==> config.mk <==
export PLATFORM = sky130hd
export DESIGN_NAME = z16_instr_loader
export DESIGN_NICKNAME = d
export VERILOG_FILES = /design/src/rtl/z16_instr_loader.sv
export SDC_FILE = /design/constraint.sdc
export NUM_CORES = 1
export LEC_CHECK = 0
export BUFFER_PORTS_ARGS = -buffer_cell sky130_fd_sc_hd__buf_2
export CORE_MARGIN = 2
export CORE_UTILIZATION = 40
export CTS_BUF_LIST = sky130_fd_sc_hd__clkbuf_8
export CTS_CLUSTER_SIZE = 14
export DETAILED_ROUTE_END_ITERATION = 8
export PLACE_DENSITY = 0.59
export SLEW_MARGIN = 20
export SYNTH_ARGS = -nofsm -noshare
export SYNTH_HDL_FRONTEND = slang
export SYNTH_SLANG_ARGS = --single-unit
==> constraint.sdc <==
create_clock -name i_clk -period 6 [get_ports i_clk]
set_input_delay 0 -clock i_clk [delete_from_list [all_inputs] [get_ports i_clk]]
set_output_delay 0 -clock i_clk [all_outputs]
set_load 0.01 [all_outputs]
==> src/rtl/z16_instr_loader.sv <==
// Byte-stream program loader: assembles little-endian byte pairs into 16-bit
// instruction words and writes them to instruction memory, holding the CPU meanwhile.
module z16_instr_loader #(
    parameter int MEM_WORDS = 32768
) (
    input  logic        i_clk,
    input  logic        i_rst,
    input  logic        i_start,
    input  logic [15:0] i_base_addr,
    input  logic [15:0] i_word_count,
    input  logic        i_abort,
    input  logic [7:0]  i_byte,
    input  logic        i_byte_valid,
    output logic        o_byte_ready,
    output logic        o_we,
    output logic [15:0] o_waddr,
    output logic [15:0] o_wdata,
    output logic        o_busy,
    output logic        o_cpu_hold,
    output logic        o_done,
    output logic        o_err
);

    typedef enum logic [2:0] {
        S_IDLE,
        S_LO,
        S_HI,
        S_WR,
        S_DONE
    } state_t;

    localparam logic [16:0] MEM_LIMIT = 17'(MEM_WORDS);

    state_t      state_q;
    logic [15:0] addr_q;
    logic [15:0] remaining_q;
    logic [7:0]  lo_q;
    logic [7:0]  hi_q;
    logic        err_q;

    logic [16:0] end_word;
    logic        xfer;

    // Word index one past the last word of the request, kept 17 bits so it cannot wrap.
    assign end_word = 17'(i_base_addr >> 1) + {1'b0, i_word_count};
    assign xfer     = i_byte_valid & o_byte_ready;

    always_ff @(posedge i_clk or posedge i_rst) begin
        if (i_rst) begin
            state_q     <= S_IDLE;
            addr_q      <= 16'h0000;
            remaining_q <= 16'h0000;
            lo_q        <= 8'h00;
            hi_q        <= 8'h00;
            err_q       <= 1'b0;
        end else begin
            err_q <= 1'b0;
            // Abort wins over everything outside IDLE; a write already in WR still goes out.
            if (i_abort && (state_q != S_IDLE)) begin
                state_q <= S_IDLE;
            end else begin
                unique case (state_q)
                    S_IDLE: begin
                        if (i_start) begin
                            if (i_word_count == 16'h0000) begin
                                state_q <= S_DONE;
                            end else if (end_word > MEM_LIMIT) begin
                                err_q <= 1'b1;
                            end else begin
                                addr_q      <= i_base_addr & 16'hFFFE;
                                remaining_q <= i_word_count;
                                state_q     <= S_LO;
                            end
                        end
                    end
                    S_LO: begin
                        if (xfer) begin
                            lo_q    <= i_byte;
                            state_q <= S_HI;
                        end
                    end
                    S_HI: begin
                        if (xfer) begin
                            hi_q    <= i_byte;
                            state_q <= S_WR;
                        end
                    end
                    S_WR: begin
                        remaining_q <= remaining_q - 16'd1;
                        if (remaining_q == 16'd1) begin
                            state_q <= S_DONE;
                        end else begin
                            addr_q  <= addr_q + 16'd2;
                            state_q <= S_LO;
                        end
                    end
                    S_DONE: begin
                        state_q <= S_IDLE;
                    end
                    default: begin
                        state_q <= S_IDLE;
                    end
                endcase
            end
        end
    end

    assign o_byte_ready = (state_q == S_LO) || (state_q == S_HI);
    assign o_we         = (state_q == S_WR);
    assign o_waddr      = addr_q;
    assign o_wdata      = {hi_q, lo_q};
    assign o_busy       = (state_q != S_IDLE);
    assign o_cpu_hold   = o_busy;
    assign o_done       = (state_q == S_DONE);
    assign o_err        = err_q;

endmodule

==> results.cfg, run 1 <==
[run_status]
run_status = completed

[floorplanning]
die_width_microns = 101
rows = 35
start_util_pct = 40.7
ios = 83
dieHeight_microns = 101
die_area_sq_um = 10100
core_area_sq_um = 9150

[timing]
fin_crit_sh_pct = 64.8
slew_headroom_pct = 39.8
hold_slack_ns = 0.00120
finClkSkew_ns = 0.0107
tns_ns = 0
final-hold-violation-count = 0
period_needed_ns = 3.89
finalMaxSlewViolations = 0
rsz0062_at_grt = no
tightestPinTransition_ns = 0.902
fmax_mhz = 257
setup_violations = 0

[clock_tree]
postCtsSetupBuffers = 0
cts-root-buf = clkbuf_8
htree_levels = 2
clk_path_buf_depth = 2
cts_resized = 0
clk_transition_reported_paths_ns = 0.11
cts_sinks = 51
ctsHoldBuffers = 13
insertion_delay_ns = 0.32
cts_made_buffers = 5
tritoncts = done

[setup_path]
startpoint_type = input pin
critPathLaunch = i_base_addr[13]
ff2ff_setup_slack_ns = 2.65
cp.arrival_ns = 4.10
crit_fanout = 15
worstRegToRegCells = 11
timing.rr.start = remaining_q[0]$_DFFE_PP0P_
cp_slowest_stage_delay_ns = 0.60
r2r-end = remaining_q[14]$_DFFE_PP0P_
critPathCaptureType = flop
worstPathRequired_ns = 6.21
cp_slowest_cell = and2_1
cp-endpoint = o_waddr[11]$_DFFE_PP0P_
crit_chain = dlygate4sd3_1 > buf_2 > ha_1 > a21oi_2 > o21ai_1 > xor2_1 > or4_4 > a221o_1 > o32a_1 > nand4_1 > and2_1 > mux2_1
path_class = in -> reg

[layout]
final_cell_mix = buf_2, dfrtp_1, nand2_1
area_delta_synth_final_pct = 18.2
multi_input_area_sq_um = 2290
layout.nets = 564
layout-drive-gt1-share_pct = 27.5
fillers = 900
seqCellArea_sq_um = 1280
antenna_cells = 0
final_common_cell = buf_2

[synthesis]
syn_nets = 482
seq_area_frac_synth_pct = 34.2
synth_edf_count = 0
yosys_warnings = 0
ys_seq_elements = 51
async_reset_ff_share_pct = 100
synth_area_sq_um = 3730
synthCells = 418
dominantRegCellSynth = dfrtp_1
ys_types = 65
synth.avg_cell_area_sq_um = 8.92

[grt]
grt_antenna_before_repair = 0
grt_pass1_wl_microns = 17300
grt_pass1_vias = 3428
overflow = 0
grt_usage_pct = 21.4
grt_max_degree = 52

[power]
power.density_nw_per_um2 = 366
vdd_drop_max_mv = 0.188
p_leak_nw = 1.85

[placement]
hpwlAfterDp_microns = 7840
gp_congestion = 0.876
port_buffers = 80

[worst_hold_path]
hold_path_depth = 2
worstHoldPathType = in -> reg

[routing]
drt-pass1-iter-count = 5
num_vias = 3710
route.detailed.drc = 0
via_per_inst = 6.06
wl_per_cell_microns = 17.5
drt_iter0_markers = 238
ant_nets = 0
wl_microns = 10700

[run]
drv_cap = 0
==> sequential cells by signal, summed over array words and instances (netlist names) <==
register / flops
o_err: 1
hi_q: 8
o_waddr: 15
lo_q: 8
remaining_q: 16
state_q: 3
==> power by group <==
group          total [mW]  internal [mW]  switching, mW
combinational       0.735          0.337          0.398
sequential          0.656          0.498          0.158
clock               0.219         0.0860          0.133
total                1.61          0.921          0.690
==> synth_stat cells, types with 3 or more instances <==
library cell / number / area share (%)
dfrtp_1: 51 / 34
nand2_1: 33 / 3.3
a21oi_1: 32 / 4.3
o21ai_0: 22 / 3.0
nand3_1: 20 / 2.7
nor2_1: 20 / 2.0
a31oi_1: 19 / 3.2
ha_1: 18 / 6.0
nor3_1: 18 / 2.4
mux2_2: 16 / 4.8
inv_1: 13 / 1.3
o22ai_1: 12 / 2.0
o221a_2: 11 / 3.3
clkbuf_1: 9 / 0.91
nor3b_1: 9 / 1.8
nor2b_1: 8 / 1.3
nor4_1: 8 / 1.3
nand4_1: 7 / 1.2
and2_1: 6 / 1.0
buf_2: 5 / 0.67
a31o_2: 4 / 0.94
o211ai_1: 4 / 0.81
a211o_1: 3 / 0.71
a21boi_0: 3 / 0.60
a21o_1: 3 / 0.60
a22oi_1: 3 / 0.60
and3_1: 3 / 0.50
buf_4: 3 / 0.60
o221ai_1: 3 / 0.71
or3_1: 3 / 0.50
xnor2_1: 3 / 0.71
==> worst min path at each step <==
stage | startpoint | end | slack (ns)
final | i_word_count[2] | remaining_q[2]$_DFFE_PP0P_ | 0.001
after global placement | i_byte[0] | lo_q[0]$_DFFE_PP0P_ | 0.24
after detailed placement | i_byte[6] | hi_q[6]$_DFFE_PP0P_ | 0.25
after floorplan | i_abort | state_q[1]$_DFFE_PP0P_ | 0.07
after global routing | i_word_count[2] | remaining_q[2]$_DFFE_PP0P_ | 0.02
after CTS | i_word_count[2] | remaining_q[2]$_DFFE_PP0P_ | 0.002
==> area by class of cell <==
cell class,count,share of cell area [%]
multi-input cells,333,52.0
repair buffers,96,12.6
flip-flops and latches,51,29.0
inverters,13,1.14
clock buffers,5,1.56
clock inverters,3,0.625
well taps,111,3.15
==> logic make-up after synthesis <==
kind of cell	count (synthesis)	synth area share, %
flip-flops	51	34.2
XOR/XNOR	4	0.940
multiplexers	18	5.54
adder cells (fa/ha/maj)	19	6.58
buffers and inverters	34	4.33
other	1	0.101
AND/OR/NAND/NOR	145	20.3
AO/OA/AOI/OAI	146	27.9
==> routing by layer <==
metal	vias up	track usage (%)	share of wire [%]
met5	-	0	0
met4	0	6.11	1.9
met3	14	2.64	5.7
met2	116	33.5	45
met1	1805	31.0	48
li1	1775	-	-
==> metrics by stage <==
stage	utilization [%]	setup WS [ns]	cells	area (sq um)	total power [mW]
floorplan	-	3.00	418	3730	1.13
global placement	45.6	1.95	591	4180	1.37
detailed placement	45.6	1.90	591	4180	1.39
CTS	48.1	2.19	612	4400	1.61
global route	48.1	1.97	612	4400	1.73
finish	48.1	2.11	612	4400	1.61
==> worst max-delay path, delay by kind of cell <==
| family | cells | cell delay [ns] |
|---|---|---|
| AO/OA/AOI/OAI | 4 | 0.96 |
| XOR/XNOR | 1 | 0.16 |
| adder cells (fa/ha/maj) | 1 | 0.40 |
| buffers and inverters | 2 | 0.68 |
| multiplexers | 1 | 0.38 |
| AND/OR/NAND/NOR | 3 | 1.50 |
Note: power is estimated with default switching activity, not from simulation.
==> run 2, diff against run 1 <==
==> constraint.sdc (replaced) <==
create_clock -name i_clk -period 3.8 [get_ports i_clk]
set_input_delay 0 -clock i_clk [delete_from_list [all_inputs] [get_ports i_clk]]
set_output_delay 0 -clock i_clk [all_outputs]
set_load 0.01 [all_outputs]
==> results.cfg, run 2 (same netlist as run 1, synthesis figures left out) <==
[clock_tree]
htree_levels = 2
cts_made_buffers = 5
insertion_delay_ns = 0.31
cts_resized = 0
cts_sinks = 51
clk_transition_reported_paths_ns = 0.10
clk_path_buf_depth = 2
tritoncts = done
cts-root-buf = clkbuf_8
ctsHoldBuffers = 11
postCtsSetupBuffers = 0

[layout]
area_delta_synth_final_pct = 19.4
layout.nets = 565
finalInstanceArea_sq_um = 4450
seqCellArea_sq_um = 1280
multi_input_area_sq_um = 2290
regMostFlops = remaining_q
final_util_pct = 48.6
largest_reg_flops = 16
antenna_cells = 0
final_cell_mix = buf_2, dfrtp_1, nand2_1
instances_no_fill = 613
fillers = 914
final_common_cell = buf_2
layout-drive-gt1-share_pct = 28.1

[setup_path]
crit_fanout = 3
worstPathRequired_ns = 4.06
critPathCaptureType = flop
startpoint_type = flop
path_class = reg -> reg
cp.arrival_ns = 3.69

[timing]
final-hold-violation-count = 0
tns_ns = 0
fmax_mhz = 291
fin_crit_sh_pct = 90.4
finalMaxSlewViolations = 0
tightestPinTransition_ns = 0.916
slew_headroom_pct = 38.8
period_needed_ns = 3.43
rsz0062_at_grt = no
setup_violations = 0
finClkSkew_ns = 0.00413

[placement]
port_buffers = 80
postPlaceCellArea_sq_um = 4200
dp_cells = 594
hpwlAfterDp_microns = 8090
gp_congestion = 0.857

[routing]
drt-pass1-iter-count = 5
drt_iter0_markers = 243
route.detailed.drc = 0
num_vias = 3696
ant_nets = 0
wl_microns = 11000
via_per_inst = 6.03
wl_per_cell_microns = 17.9

[power]
p_leak_nw = 1.87
power.density_nw_per_um2 = 604
total_power_mw = 2.69
vdd_drop_max_mv = 0.311

[floorplanning]
core_area_sq_um = 9150
rows = 35
start_util_pct = 40.7
ios = 83
dieHeight_microns = 101
die_area_sq_um = 10100
die_width_microns = 101

[grt]
grt_antenna_before_repair = 0
grt_util_met1_pct = 33.1
busiest_layer = met2
grt_usage_pct = 22.2
met3_usage_pct = 2.70
met2_usage_pct = 35.1
grt_pass1_wl_microns = 17900
grt_max_degree = 52
overflow = 0
grt_pass1_vias = 3501

[run]
drv_cap = 0

[worst_hold_path]
worstHoldPathType = in -> reg

[run_status]
run_status = completed
==> run 2: worst paths after layout <==
kind                       slack, ns  cells past startpoint                        from                          end
hold / removal                 0.007                      3             i_base_addr[13]      o_waddr[13]$_DFFE_PP0P_
hold reg to reg                 0.51                      1         lo_q[4]$_DFFE_PP0P_          lo_q[4]$_DFFE_PP0P_
max in group asynchronous       2.87                      3                       i_rst       state_q[1]$_DFFE_PP0P_
setup / recovery                0.37                     11  remaining_q[0]$_DFFE_PP0P_  remaining_q[14]$_DFFE_PP0P_
min in group asynchronous       0.39                      3                       i_rst   remaining_q[0]$_DFFE_PP0P_
setup reg to reg                0.37                     11  remaining_q[0]$_DFFE_PP0P_  remaining_q[14]$_DFFE_PP0P_
==> run 2: cell type report <==
type | instances | share of cell area, %
clock buffer | 5 | 1.55
clock inverter | 3 | 1.60
inverter | 13 | 1.12
multi-input combinational | 333 | 51.4
sequential | 51 | 28.7
tap | 111 | 3.12
timing repair buffer | 97 | 12.5
==> run 2: critical path: stages, from the launching register on <==
cell and delay (ns):
dfrtp_1 0.42, inv_1 0.11, ha_1 0.20, nor3b_1 0.34, nor3b_1 0.33, nor3b_1 0.36, nor3b_1 0.35, nor3b_1 0.45
nor3b_1 0.36, nor3_1 0.09, a41oi_1 0.17, o221a_2 0.19
==> run 2: report_power, final <==
part	internal [mW]	leakage [nW]	switching [mW]
sequential	0.787	0.599	0.257
clock	0.268	0.0703	0.204
combinational	0.541	1.20	0.630
==> run 2: metal layers <==
| layer | vias to the layer above | part of all wire [%] |
|---|---|---|
| met5 | - | 0 |
| met2 | 128 | 47 |
| met4 | 0 | 1.2 |
| li1 | 1776 | - |
| met3 | 11 | 5.5 |
| met1 | 1781 | 47 |
==> run 2: metrics by stage <==
stage | hold slack (ns) | worst slack [ns]
2_1_floorplan | 0.0708 | 0.801
3_3_place_gp | 0.244 | 0.310
3_5_place_dp | 0.250 | 0.257
4_1_cts | 0.00418 | 0.434
5_1_grt | 0.0102 | 0.0476
6_report | 0.00721 | 0.366
